[src/rtl/sam_spi_reg_responder.sv]
`timescale 1ns/1ps
// -----------------------------------------------------------------------------
// sam_spi_reg_responder
//
// SPI (mode 0) responder that lets the SAM3U drive the FPGA register bus over
// SAM_SPCK/SAM_MOSI/SAM_CS/SAM_MISO. Frames are: address byte, command byte
// (bit7 = read, bits[6:0] = length, 0 meaning 128), then data bytes. All SPI
// pins are oversampled in the clk_usb domain (clk_usb >= 16x SCK).
//
// Ports:
//   clk_usb, reset_n     : system clock, asynchronous active-low reset
//   enable               : 0 = ignore SPI pins, MISO output enable held low
//   spi_sck/mosi/cs_n    : asynchronous SPI inputs from the SAM3U
//   spi_miso, spi_miso_oe: serial read data (MSB first) and its output enable
//   reg_address/bytecnt/datao, reg_read/write/addrvalid : register-bus master
//   reg_datai            : register-bus read data, sampled after reg_read
//   busy                 : a frame is in progress
//   frame_error          : one-cycle pulse on an aborted or overrun frame
// -----------------------------------------------------------------------------
module sam_spi_reg_responder #(
  parameter int pBYTECNT_SIZE = 7
) (
  input  logic                     clk_usb,
  input  logic                     reset_n,
  input  logic                     enable,
  input  logic                     spi_sck,
  input  logic                     spi_mosi,
  input  logic                     spi_cs_n,
  output logic                     spi_miso,
  output logic                     spi_miso_oe,
  output logic [7:0]               reg_address,
  output logic [pBYTECNT_SIZE-1:0] reg_bytecnt,
  output logic [7:0]               reg_datao,
  input  logic [7:0]               reg_datai,
  output logic                     reg_read,
  output logic                     reg_write,
  output logic                     reg_addrvalid,
  output logic                     busy,
  output logic                     frame_error
);

  typedef enum logic [2:0] {
    S_IDLE,
    S_ADDR,
    S_CMD,
    S_WDATA,
    S_RDATA,
    S_OVER
  } state_t;

  localparam logic [pBYTECNT_SIZE-1:0] BC_ONE = 1;

  // ---------------------------------------------------------------------------
  // Input synchronisers and edge detection
  // ---------------------------------------------------------------------------
  logic       r_sck_meta, r_sck_sync, r_sck_prev;
  logic       r_mosi_meta, r_mosi_sync;
  logic       r_cs_n_meta, r_cs_n_sync, r_cs_n_prev;
  logic [1:0] r_warm;

  // NOTE: non-blocking assignments make each flop take the previous stage's
  // old value, which is what builds a real 2-stage synchroniser chain.
  always_ff @(posedge clk_usb or negedge reset_n) begin
    if (!reset_n) begin
      r_sck_meta  <= 1'b0;
      r_sck_sync  <= 1'b0;
      r_sck_prev  <= 1'b0;
      r_mosi_meta <= 1'b0;
      r_mosi_sync <= 1'b0;
      // CS resets to its deasserted level so MISO stays disabled until the
      // real pin value has propagated through the chain.
      r_cs_n_meta <= 1'b1;
      r_cs_n_sync <= 1'b1;
      r_cs_n_prev <= 1'b1;
      r_warm      <= 2'd0;
    end else begin
      r_sck_meta  <= spi_sck;
      r_sck_sync  <= r_sck_meta;
      r_sck_prev  <= r_sck_sync;
      r_mosi_meta <= spi_mosi;
      r_mosi_sync <= r_mosi_meta;
      r_cs_n_meta <= spi_cs_n;
      r_cs_n_sync <= r_cs_n_meta;
      r_cs_n_prev <= r_cs_n_sync;
      if (r_warm != 2'd3) r_warm <= r_warm + 2'd1;
    end
  end

  // CS edges are masked until the chain holds only post-reset pin samples, so
  // a frame interrupted by reset (CS still low) is dropped, not re-entered.
  logic w_edges_ok;
  logic w_sck_rise, w_sck_fall;
  logic w_cs_fall, w_cs_rise;

  assign w_edges_ok = (r_warm == 2'd3);
  assign w_sck_rise = r_sck_sync & ~r_sck_prev;
  assign w_sck_fall = ~r_sck_sync & r_sck_prev;
  assign w_cs_fall  = w_edges_ok & ~r_cs_n_sync & r_cs_n_prev;
  assign w_cs_rise  = w_edges_ok & r_cs_n_sync & ~r_cs_n_prev;

  // ---------------------------------------------------------------------------
  // Frame state machine
  // ---------------------------------------------------------------------------
  state_t                   r_state;
  logic [2:0]               r_bit_cnt;
  logic [7:0]               r_shift_in;
  logic [7:0]               r_shift_out;
  logic [7:0]               r_hold;
  logic [7:0]               r_len;
  logic                     r_overrun;
  logic                     r_capture;
  logic                     r_inc_pend;
  logic                     r_miso, r_miso_oe;
  logic [7:0]               r_address;
  logic [pBYTECNT_SIZE-1:0] r_bytecnt;
  logic [7:0]               r_datao;
  logic                     r_read, r_write, r_addrvalid, r_frame_error;

  logic [7:0] w_byte_in;
  logic       w_byte_done;

  assign w_byte_in   = {r_shift_in[6:0], r_mosi_sync};
  assign w_byte_done = w_sck_rise & (r_bit_cnt == 3'd7);

  always_ff @(posedge clk_usb or negedge reset_n) begin
    if (!reset_n) begin
      r_state       <= S_IDLE;
      r_bit_cnt     <= 3'd0;
      r_shift_in    <= 8'd0;
      r_shift_out   <= 8'd0;
      r_hold        <= 8'd0;
      r_len         <= 8'd0;
      r_overrun     <= 1'b0;
      r_capture     <= 1'b0;
      r_inc_pend    <= 1'b0;
      r_miso        <= 1'b0;
      r_miso_oe     <= 1'b0;
      r_address     <= 8'd0;
      r_bytecnt     <= '0;
      r_datao       <= 8'd0;
      r_read        <= 1'b0;
      r_write       <= 1'b0;
      r_addrvalid   <= 1'b0;
      r_frame_error <= 1'b0;
    end else begin
      // NOTE: pulse outputs default low every cycle; the branches below only
      // ever raise them, which keeps them strictly one cycle wide.
      r_read        <= 1'b0;
      r_write       <= 1'b0;
      r_frame_error <= 1'b0;
      r_capture     <= 1'b0;
      r_inc_pend    <= 1'b0;
      r_miso_oe     <= enable & ~r_cs_n_sync;

      // Bookkeeping that follows a strobe by one cycle: the byte index moves
      // on only after the bus has seen the strobe, and read data is captured
      // while reg_bytecnt still points at the byte that was read.
      if (r_inc_pend) r_bytecnt <= r_bytecnt + BC_ONE;
      if (r_capture)  r_hold    <= reg_datai;

      if (!enable) begin
        r_state     <= S_IDLE;
        r_bit_cnt   <= 3'd0;
        r_addrvalid <= 1'b0;
        r_miso      <= 1'b0;
      end else if (w_cs_rise) begin
        // Every state between IDLE and OVER is an unfinished frame.
        if (r_state != S_IDLE && r_state != S_OVER) r_frame_error <= 1'b1;
        r_state     <= S_IDLE;
        r_bit_cnt   <= 3'd0;
        r_addrvalid <= 1'b0;
        r_miso      <= 1'b0;
      end else begin
        if (w_sck_rise && r_state != S_IDLE && r_state != S_OVER) begin
          r_shift_in <= w_byte_in;
          r_bit_cnt  <= r_bit_cnt + 3'd1;
        end

        case (r_state)
          S_IDLE: begin
            if (w_cs_fall) begin
              r_state   <= S_ADDR;
              r_bit_cnt <= 3'd0;
              r_overrun <= 1'b0;
              r_miso    <= 1'b0;
            end
          end

          S_ADDR: begin
            if (w_byte_done) begin
              r_address   <= w_byte_in;
              r_addrvalid <= 1'b1;
              r_state     <= S_CMD;
            end
          end

          S_CMD: begin
            if (w_byte_done) begin
              r_len     <= (w_byte_in[6:0] == 7'd0) ? 8'd128 : {1'b0, w_byte_in[6:0]};
              r_bytecnt <= '0;
              if (w_byte_in[7]) begin
                // First read is fetched now so its data is ready for the
                // SCK fall that precedes the first data bit.
                r_read     <= 1'b1;
                r_capture  <= 1'b1;
                r_inc_pend <= 1'b1;
                r_state    <= S_RDATA;
              end else begin
                r_state    <= S_WDATA;
              end
            end
          end

          S_WDATA: begin
            if (w_byte_done) begin
              r_datao    <= w_byte_in;
              r_write    <= 1'b1;
              r_inc_pend <= 1'b1;
              r_len      <= r_len - 8'd1;
              if (r_len == 8'd1) r_state <= S_OVER;
            end
          end

          S_RDATA: begin
            if (w_byte_done) begin
              r_len <= r_len - 8'd1;
              if (r_len == 8'd1) begin
                r_state <= S_OVER;
                r_miso  <= 1'b0;
              end else begin
                // Prefetch the next byte during the last bit of this one.
                r_read     <= 1'b1;
                r_capture  <= 1'b1;
                r_inc_pend <= 1'b1;
              end
            end else if (w_sck_fall) begin
              // The fall following a byte boundary (bit counter wrapped to 0)
              // loads the prefetched byte; every other fall shifts MSB first.
              if (r_bit_cnt == 3'd0) begin
                r_shift_out <= r_hold;
                r_miso      <= r_hold[7];
              end else begin
                r_shift_out <= {r_shift_out[6:0], 1'b0};
                r_miso      <= r_shift_out[6];
              end
            end
          end

          S_OVER: begin
            r_miso <= 1'b0;
            if (w_sck_rise && !r_overrun) begin
              r_frame_error <= 1'b1;
              r_overrun     <= 1'b1;
            end
          end

          default: r_state <= S_IDLE;
        endcase
      end
    end
  end

  assign spi_miso      = r_miso;
  assign spi_miso_oe   = r_miso_oe;
  assign reg_address   = r_address;
  assign reg_bytecnt   = r_bytecnt;
  assign reg_datao     = r_datao;
  assign reg_read      = r_read;
  assign reg_write     = r_write;
  assign reg_addrvalid = r_addrvalid;
  assign busy          = (r_state != S_IDLE);
  assign frame_error   = r_frame_error;

endmodule

[config.mk]
export PLATFORM = sky130hd
export DESIGN_NAME = sam_spi_reg_responder
export DESIGN_NICKNAME = d
export VERILOG_FILES = /design/src/rtl/sam_spi_reg_responder.sv
export SDC_FILE = /design/constraint.sdc
export NUM_CORES = 1
export LEC_CHECK = 0
export BUFFER_PORTS_ARGS = -buffer_cell sky130_fd_sc_hd__buf_4
export CAP_MARGIN = 0
export CORE_ASPECT_RATIO = 0.6
export CORE_MARGIN = 4
export CORE_UTILIZATION = 40
export CTS_CLUSTER_DIAMETER = 150
export DETAILED_ROUTE_END_ITERATION = 8
export PLACE_DENSITY = 0.7
export SLEW_MARGIN = 20
export SYNTH_ARGS = -nofsm -noshare
export SYNTH_HDL_FRONTEND = slang
export SYNTH_SLANG_ARGS = --single-unit
[constraint.sdc]
create_clock -name clk_usb -period 4.9 [get_ports clk_usb]
set_input_delay 0.98 -clock clk_usb [delete_from_list [all_inputs] [get_ports clk_usb]]
set_output_delay 0.98 -clock clk_usb [all_outputs]
set_load 0.02 [all_outputs]
---- Word-level counts from Yosys, hierarchy flattened ----
Index checks and enable logic that the tools add are counted.
operators by class
  $add $sub $neg .......................... 4
  $mul .................................... 0
  div/mod/pow operators ................... 0
  $lt $le $gt $ge ......................... 0
  equal/unequal tests ..................... 25
  shifts and indexed selects .............. 0
  muxes and demuxes ....................... 57
  bitwise operators ....................... 14
  reductions and logical operators ........ 21
operator list
  operator                                                            count
  7-bit 2-to-1 mux                                                    6
  3-bit 2-to-1 mux                                                    13
  1-bit 2-to-1 mux                                                    29
  8-bit 2-to-1 mux                                                    3
  8-bit one-hot mux with 2 select lines                               1
  3-bit one-hot mux with 5 select lines                               1
  5-bit AND reduction                                                 3
  4-bit != test, second input constant                                3
  4-bit AND reduction                                                 3
  5-bit != test, second input constant                                2
  3-bit == test, second input constant                                3
  1-bit bitwise AND                                                   8
  8-bit by 1-bit == test with 1-bit output, second input constant     1
  2-bit != test, second input constant                                4
  4-bit by 2-bit != test with 1-bit output, second input constant     2
  8-bit by 1-bit subtractor with 8-bit output, second input constant  1
  7-bit by 1-bit adder with 7-bit output, second input constant       1
  7-bit zero test                                                     1
  3-bit by 2-bit == test with 1-bit output, second input constant     2
  3-bit zero test                                                     2
  3-bit by 1-bit != test with 1-bit output, second input constant     2
  3-bit != test, second input constant                                2
  1-bit inverter                                                      6
  1-bit one-hot mux with 3 select lines                               2
  15 further kinds                                                    20
word-level totals
  flip-flop bits (word level) ............. 77
  latch bits .............................. 0
  RAM bits ................................ 0
  ROM bits ................................ 0
  input port bits ......................... 14
  output and inout port bits .............. 30
  word-level logic and storage cells ...... 147
  memories ................................ 0

---- Logic depth before layout (Yosys ltp) ----
  word-level depth ........................ 9
  depth in mapped cells ................... 8
  mapped depth without buffers ............ 6

---- Least setup slack after synthesis ----
No wires, ideal clock.
  path type ............................... reg-to-output
  from .................................... register r_state[1]
  to ...................................... output port busy
  arrival ................................. 1040 ps
  required time ........................... 3920 ps
  setup slack ............................. 2880 ps
  stages on the path, launching flop included .. 3
  path buffers ............................ 1
  cell sequence ........................... dfrtp_1 -> buf_2 -> or3_1
on the way
  longest elaborated chain between the ends .. 1
ends and longest elaborated chain
  element                   line  text
  start: declaration        104   state_t r_state;
  start signal: assignment  127   r_state <= S_IDLE;
  start signal: assignment  162   r_state <= S_IDLE;
  start signal: assignment  169   r_state <= S_IDLE;
  3-bit nonzero test        271   assign busy = (r_state != S_IDLE);
  end: declaration          38    output logic busy,
No other way between the ends.

---- Final worst setup path ----
  from .................................... register r_state[0]
  to ...................................... output port busy
Same word-level chain as after synthesis.

==> impl_metrics.toml <==
[clock_tree]
clk_latency_ns = 0.33
cts_tree = "built"
htreeDepth = 3
root_buffer = "clkbuf_16"
ctsResizeCount = 0
clk_path_buf_depth = 2
cts_sinks = 77
postCtsSetupRepairBufs = 0
cts.clk_slew.worst_paths_ns = 0.05
cts_buffers = 9
ctsHoldBuffers = 0

[worst_setup_path]
r2r_start = "r_bit_cnt[1]"
r2r-end = "reg_bytecnt[4]"
cp.arrival_ns = 1.60
worst_setup_path_start_kind = "flip-flop"
crit_path_end_kind = "primary output"
ff2ff_path_depth = 6
crit_type = "flip-flop to primary output"
cp.required_ns = 3.92
r2r_setup_slack_ns = 2.66
cp-startpoint = "r_state[0]"
worst-path-max-fanout = 19

[placed_design]
dp_hpwl_um = 4840
placed_area_sq_mm = 0.003911
place_inst = 449
gp_congestion = 0.8527
port_buffers = 43

[timing]
setup_viol = 0
rsz0062_at_grt = "false"
final.setup.tns_ns = 0
skew_ns = 0.004700
final_max_slew_viol_count = 0
hold_violations = 0
tightest_slew_ns = 0.9606
fmax_ghz = 0.3875
fin_crit_sh_pct = 52.67
min_period_ns = 2.581
slew_headroom_pct = 35.96

[drt]
via_per_inst = 5.241
drt-initial-drc-count = 235
via_count = 2437
ant_nets = 0
routedWlPerCell_um = 14.87
wl_um = 6915
first_pass_iters = 4
drcViolationCount = 0

[grt]
grt_max_degree = 78
grt_pass1_vias = 2354
grtUsageTotal_pct = 14.80
grt_first_pass_wirelength_um = 11850
overflow = 0
antenna_found_initial = 0

[floorplanning]
ios = 44
die_y_um = 80.49
rows = 26
design.die.area_sq_mm = 0.01037
coreArea_sq_mm = 0.008523
start_util_pct = 41.10
fp.dieW_um = 128.8

[synthesis]
syn_inst = 307
ys_types = 52
synth_fp_nets = 328
ys_ff_latch = 77
syn_area_per_cell_sq_um = 11.41
syn_area_sq_mm = 0.003503
synth-main-ff-cell = "dfrtp_1"
async_flop_share_pct = 100.0
ys_warn_count = 0
synth_edf_count = 0
yosysSeqAreaShare_pct = 55.11

[final_layout]
multi_input_area_sq_mm = 0.001490
finalNonFillerCells = 465
seq_area_sq_mm = 0.001931
syn2layout_area_growth_pct = 20.71
fillers = 769
design_area_sq_mm = 0.004229
drive_gt1_share_pct = 27.76
nNetsFinal = 369
antennaDiodeCount = 0

[power]
power_density_mw_per_mm2 = 323.8
p_leak_nw = 2.008
ir_drop_v = 0.0001550

[hold_path]
hold_end = "r_mosi_sync"
hold_class = "flip-flop to flip-flop"
holdPathStages = 0
hold_start = "r_mosi_meta"

[status]
status = "finished clean"

[job]
cap_violations = 0
## synth_stat cells, types with 2 or more instances
master | n | area [sq um]
a211oi_1 | 2 | 15.01
a21oi_1 | 13 | 65.06
a22oi_1 | 2 | 15.01
a31oi_1 | 3 | 18.77
and2_1 | 3 | 18.77
and3b_1 | 2 | 17.52
buf_1 | 2 | 7.510
buf_2 | 5 | 25.02
clkbuf_1 | 6 | 22.52
dfrtp_1 | 74 | 1852
dfstp_2 | 3 | 78.83
ha_1 | 7 | 87.58
inv_1 | 9 | 33.78
mux2_2 | 32 | 360.4
mux2i_1 | 12 | 120.1
nand2_1 | 20 | 75.07
nand2b_1 | 2 | 12.51
nand3_1 | 4 | 20.02
nand3b_1 | 3 | 22.52
nand4_1 | 5 | 31.28
nor2_1 | 22 | 82.58
nor2b_1 | 7 | 43.79
nor3_1 | 12 | 60.06
o21ai_0 | 13 | 65.06
o21ai_1 | 2 | 10.01
o22a_1 | 2 | 17.52
o22ai_1 | 2 | 12.51
o31a_1 | 2 | 17.52
or3_1 | 6 | 37.54
xnor2_1 | 5 | 43.79
xor2_1 | 4 | 35.03
## state kept, by name (all words and copies together) (netlist names), 2 cells and up
signal       count
reg_bytecnt      7
reg_datao        8
r_shift_in       7
reg_address      8
r_state          3
r_hold           8
r_warm           2
r_shift_out      7
r_len            8
r_bit_cnt        3
## power by group
group,switching (W),internal [W],leakage (nW)
Combinational,0.0000282,0.0000197,0.872
Clock,0.000246,0.000421,0.148
Sequential,0.00000934,0.000644,0.989
Total,0.000284,0.00109,2.01
## per-layer routing
metal  track usage [%]  vias up  share of wire, %
met2             20.45       63                42
met4             5.031        0               1.2
met1             21.25     1191                51
li1                  -     1175                 -
met5                 0        -                 0
met3             5.382        8               6.0
## layout by cell type, fill, tap and decap left out, drive strengths merged, types with 4 or more instances in the layout
cell / instances
a21oi: 13
buf: 43
clkbuf: 11
dfrtp: 74
ha: 7
inv: 9
mux2: 32
mux2i: 12
nand2: 20
nand3: 5
nand4: 5
nor2: 22
nor2b: 7
nor3: 12
o21ai: 15
or3: 6
xnor2: 5
xor2: 4
## critical path: stages (launching register included)
cell     delay, ns
dfrtp_1       0.58
or3_1         0.50
buf_4         0.18
## layout make-up
| class | instances | area share, % |
|---|---|---|
| clock buffer | 11 | 5.976 |
| clock inverter | 5 | 1.391 |
| inverter | 9 | 0.7988 |
| multi-input combinational | 208 | 35.24 |
| sequential | 77 | 45.65 |
| tap | 112 | 3.314 |
| timing repair buffer | 43 | 7.633 |
## worst max-delay path by stage
stage,endpoint,slack [ns],cells past startpoint
4_1_cts,busy,2.32,2
6_report,busy,2.32,2
2_1_floorplan,busy,2.88,2
3_3_place_gp,r_len[0],2.55,4
5_1_grt,busy,2.27,2
3_5_place_dp,r_len[0],2.52,4
## per-stage QoR
| stage | utilization (%) | worst slack, ns | power, W | hold slack (ns) |
|---|---|---|---|---|
| final | 49.62 | 2.319 | 0.001369 | 0.3494 |
| after global routing | 49.62 | 2.274 | 0.001431 | 0.3503 |
| after CTS | 49.54 | 2.321 | 0.001391 | 0.3490 |
| after detailed placement | 45.89 | 2.520 | 0.0007133 | 0.3372 |
| after global placement | 45.89 | 2.553 | 0.0007134 | 0.3373 |
| after floorplan | - | 2.880 | 0.0006846 | 0.3312 |
## cell families after synthesis
kind of cell	share of synthesized area, %
AOI/OAI and AO/OA	9.036
DFF	55.11
adders and majority gates	2.500
muxes	13.71
buffers and inverters	2.536
and+or+nand+nor	14.86
xor gates and xnor gates	2.250
No activity file was read; power rests on OpenSTA's default activity.
